$ cat src/rtl/btn_debounce.sv
`timescale 1ns/1ps
// btn_debounce: synchronizes a raw, bouncing button level and only lets the
// debounced output follow once the synchronized level has held a new value for
// STABLE_CYCLES consecutive clocks. A one-cycle pulse marks each press.
//
// Ports:
//   clk      - system clock, all state updates on the rising edge
//   reset    - asynchronous, active-low reset
//   btn_in   - raw asynchronous button level
//   btn_out  - debounced level (registered; the FSM state bit itself)
//   btn_rise - registered one-cycle pulse on each 0->1 change of btn_out
module btn_debounce #(
  parameter int unsigned STABLE_CYCLES = 8,
  parameter int unsigned SYNC_STAGES   = 2
) (
  input  logic clk,
  input  logic reset,
  input  logic btn_in,
  output logic btn_out,
  output logic btn_rise
);

  localparam int unsigned CNT_W_RAW = $clog2(STABLE_CYCLES + 1);
  localparam int unsigned CNT_W     = (CNT_W_RAW < 1) ? 1 : CNT_W_RAW;
  localparam logic [CNT_W-1:0] CNT_LAST = CNT_W'(STABLE_CYCLES - 1);

  localparam logic [0:0] STABLE_LOW  = 1'b0;
  localparam logic [0:0] STABLE_HIGH = 1'b1;

  logic [SYNC_STAGES-1:0] sync_q;
  logic                   btn_sync;
  logic [0:0]             state_q;
  logic [0:0]             state_nxt;
  logic [CNT_W-1:0]       cnt_q;
  logic [CNT_W-1:0]       cnt_nxt;
  logic                   rise_nxt;

  // Input synchronizer; only the last stage feeds the qualifier.
  always_ff @(posedge clk or negedge reset) begin
    if (!reset) begin
      sync_q <= '0;
    end else begin
      sync_q <= {sync_q[SYNC_STAGES-2:0], btn_in};
    end
  end

  assign btn_sync = sync_q[SYNC_STAGES-1];

  // State, stability counter and press pulse registers.
  always_ff @(posedge clk or negedge reset) begin
    if (!reset) begin
      state_q  <= STABLE_LOW;
      cnt_q    <= '0;
      btn_rise <= 1'b0;
    end else begin
      state_q  <= state_nxt;
      cnt_q    <= cnt_nxt;
      btn_rise <= rise_nxt;
    end
  end

  // Next-state logic: any cycle that agrees with the current level restarts
  // qualification, so the counter never holds a partial count across a bounce.
  always_comb begin
    state_nxt = state_q;
    cnt_nxt   = cnt_q;
    rise_nxt  = 1'b0;
    case (state_q)
      STABLE_LOW: begin
        if (btn_sync) begin
          if (cnt_q == CNT_LAST) begin
            state_nxt = STABLE_HIGH;
            cnt_nxt   = '0;
            rise_nxt  = 1'b1;
          end else begin
            cnt_nxt = cnt_q + CNT_W'(1);
          end
        end else begin
          cnt_nxt = '0;
        end
      end
      STABLE_HIGH: begin
        if (!btn_sync) begin
          if (cnt_q == CNT_LAST) begin
            state_nxt = STABLE_LOW;
            cnt_nxt   = '0;
          end else begin
            cnt_nxt = cnt_q + CNT_W'(1);
          end
        end else begin
          cnt_nxt = '0;
        end
      end
    endcase
  end

  assign btn_out = state_q[0];

endmodule

$ cat config.mk
export PLATFORM = sky130hd
export DESIGN_NAME = btn_debounce
export DESIGN_NICKNAME = d
export VERILOG_FILES = /design/src/rtl/btn_debounce.sv
export SDC_FILE = /design/constraint.sdc
export NUM_CORES = 1
export LEC_CHECK = 0
export CAP_MARGIN = 30
export CORE_AREA = 2 2 39 41
export DETAILED_ROUTE_END_ITERATION = 10
export DIE_AREA = 0 0 41 43
export PLACE_DENSITY = 0.51
export SYNTH_ARGS = -nofsm -noshare
export SYNTH_HDL_FRONTEND = slang
export SYNTH_SLANG_ARGS = --single-unit
$ cat constraint.sdc
create_clock -name clk -period 1.36 [get_ports clk]
set_input_delay 0.272 -clock clk [delete_from_list [all_inputs] [get_ports clk]]
set_output_delay 0.272 -clock clk [all_outputs]
set_load 0.005 [all_outputs]
# Word-level counts from Yosys, hierarchy flattened
# Cells that the tools add are included.
# op_classes
addsub	1
eq_ne	1
n_mux	10
bitwise	1
# op_table
operator	n
2-to-1 mux 4 bit	3
case mux 4 bit (2 select lines)	1
2-to-1 mux 1 bit	5
adder 4 x 1 -> 4 bit, second input constant	1
equality test 4 x 3 -> 1 bit, second input constant	1
case mux 1 bit (2 select lines)	1
NOT 1 bit	1
# totals
regBits	8
in_bits	3

# Logic depth before layout (Yosys ltp)
# logic_depth
word_depth	4
ltp_mapped	3

# Worst setup path before layout
# Ideal clock, no wire load.
# synth_path
path_kind	reg-to-reg
from	register cnt_q[0]
to	register with a tool-made name
arrival_time_ps	1035
t_required_ps	1235
path_slack_ps	200
path_stages_with_launch	4
cell_sequence	dfrtp_1 > ha_1 > nand3b_1 > mux2_4
# synth_lines
element	line	source
from (decl)	34	logic [CNT_W-1:0] cnt_q;
from (signal assigned)	57	cnt_q <= cnt_nxt;

==> out/summary.txt <==
Max Freq = 807 MHz
Final setup viols = 0
Clock sinks = 8
Vias in the first global route = 235
Synth area leaders = dfrtp_1, xnor2_1, mux2_4
Count leader, synth = dfrtp_1
ANT nets after route = 0
Worst rel slew slack = 74.7%
CORE AREA = 0.00138 mm^2
CTS clk-pin slew, worst paths = 0.05 ns
Final Hold Vio Count = 0
Static leakage = 0.181 nW
Synthesized cell area = 308 um^2
RD Place Congestion = 0.618
Vias/cell = 4.44
Initial Util = 22.2%
Number of flops mapped to enable cells by yosys = 0
Status = completed
Worst-Margin Slew = 0.377 ns
Setup TNS = 0 ns
Max cap viols = 0
Buffer depth of the longest clock path = 2
Synthesized area per cell = 14.7 um^2
RSZ-0062 raised after global routing = no
Clock Skew = 0.000866 ns
# hold bufs at CTS = 0
Die Y = 43 um
FP Rows = 14
Period utilisation layout = 91.1%
YS warnings = 0
N_diodes = 0
Post-DP HPWL = 395 um
Flop pwr share = 49.3%
Crit path kind = register to register
Min-delay worst type = primary input to asynchronous set/reset pin
Synth cell count leaders = dfrtp_1, nor3b_1, xnor2_1
PD cells = 1720 mW/mm^2
Sequential-to-total area share from yosys stat = 65.0%
# nets final = 35
DIE AREA = 0.00176 mm^2
DRT iter0 DRCs = 1
P_sw = 191 uW
Ys flop type = dfrtp_1
Worst Path Max Fanout = 4
Max Transition Viols Final = 0
Worst skew pair latency = 0.25 ns
Clock group share of total power = 25.9%
Root buf cell = clkbuf_4
Die span in x = 41 um
Crit. End Element = register
Logic gate share of total power = 24.8%
Io pins = 5
WP data arrival = 1.37 ns
Initial antenna violation count = 0
Vias = 200
Final worst path period need = 1.24 ns
First-pass GRT wire length = 1010 um
Layout cell share with drive strength beyond 1 = 20.7%
Top cell type by total area after synthesis = dfrtp_1
Gate count after technology mapping = 21
Worst endpoint required time = 1.49 ns
Tot GR Track Use = 9.16%
Synthesized Nets = 25
Num CTS Buffers = 3
Internal Pwr Total = 487 uW
Distinct cells, synth = 12
Switching Fraction = 28.2%
Synth async-reset ratio = 100%
Syn-to-layout area delta = 28.5%
TritonCTS clock tree = yes
Routed wire length = 544 um
Grt ovf = 0
Synth top area share = 65.0%
Fin Hold WS = 0.295 ns
DRC = 0
# port buffers = 4
Worst vdd ir = 0.548 mV
Critical path launch point type = register
Routed WL per cell = 12.1 um
H-tree depth = 1
Flip-flop and latch count after synthesis = 8
DRT Pass-1 Iters = 4
Largest net degree at the start of global routing = 9
-- final cells by class --
class / count / area, um^2
fillers: 135 / 988
flip-flops and latches: 8 / 200
multi-input cells: 12 / 104
repair buffers: 5 / 45.0
clock buffers: 3 / 22.5
well taps: 16 / 20.0
inverters: 1 / 3.75
-- per-stage QoR --
stage	power (mW)	cell area, um^2	utilization (%)	setup slack [ns]	cells
6_report	0.678	395	28.6	0.121	45
3_3_place_gp	0.479	368	26.6	0.156	41
3_5_place_dp	0.491	368	26.6	0.132	41
4_1_cts	0.684	395	28.6	0.125	45
2_1_floorplan	0.426	308	-	0.200	21
5_1_grt	0.733	395	28.6	0.0655	45
-- critical path, cell delays in order, from the launching register on --
cell and delay, ns:
dfrtp_1 0.40, ha_1 0.25, nand3b_1 0.16, mux2_4 0.31
-- power by group through the flow --
stage / combinational, mW / sequential (mW) / clock, mW
floorplan: 0.0933 / 0.333 / 0
global placement: 0.142 / 0.337 / 0
detailed placement: 0.149 / 0.342 / 0
CTS: 0.169 / 0.331 / 0.184
global route: 0.189 / 0.343 / 0.200
finish: 0.168 / 0.334 / 0.176
-- what timing repair did --
item	4_1_cts	5_1_grt
resized for setup	2	0
setup buffers	1	0
setup endpoints to repair	2	0
-- cells by family after synthesis --
logic type                 synth area share [%]
and+or+nand+nor                            16.7
adders and majority gates                  4.06
AOI/OAI and AO/OA                          2.44
xor gates and xnor gates                   5.69
muxes                                      4.88
DFF                                        65.0
buffers and inverters                      1.22
-- routing by layer --
metal  global-route usage (%)  vias to the layer above  part of all wire (%)
met2                     13.4                        9                    57
met3                     2.09                        0                   5.9
met1                     9.43                      100                    37
li1                         -                       91                     -
met4                     10.0                        0                     0
met5                        0                        -                     0
-- path summary, 6_finish.rpt --
path                        endpoint  cells past startpoint      start  slack [ns]
min in group clk           sync_q[1]                      0  sync_q[0]        0.35
max in group asynchronous   cnt_q[2]                      1      reset        0.81
hold reg to reg            sync_q[1]                      0  sync_q[0]        0.35
setup reg to reg            register                      3   cnt_q[0]        0.12
hold / removal             sync_q[0]                      1      reset        0.29
setup / recovery            register                      3   cnt_q[0]        0.12
-- cell usage in the layout (no fill, tap or decap) --
cell / instances
nor2_1: 1
nor2b_1: 1
xnor2_1: 2
mux2_4: 1
nor3b_1: 2
a211oi_1: 1
clkbuf_4: 3
inv_1: 1
nand4b_1: 1
buf_4: 1
and4_2: 1
dlygate4sd2_1: 2
clkdlybuf4s50_1: 2
nand3b_1: 1
ha_1: 1
dfrtp_1: 8
Power figures use the tool's default switching activity.
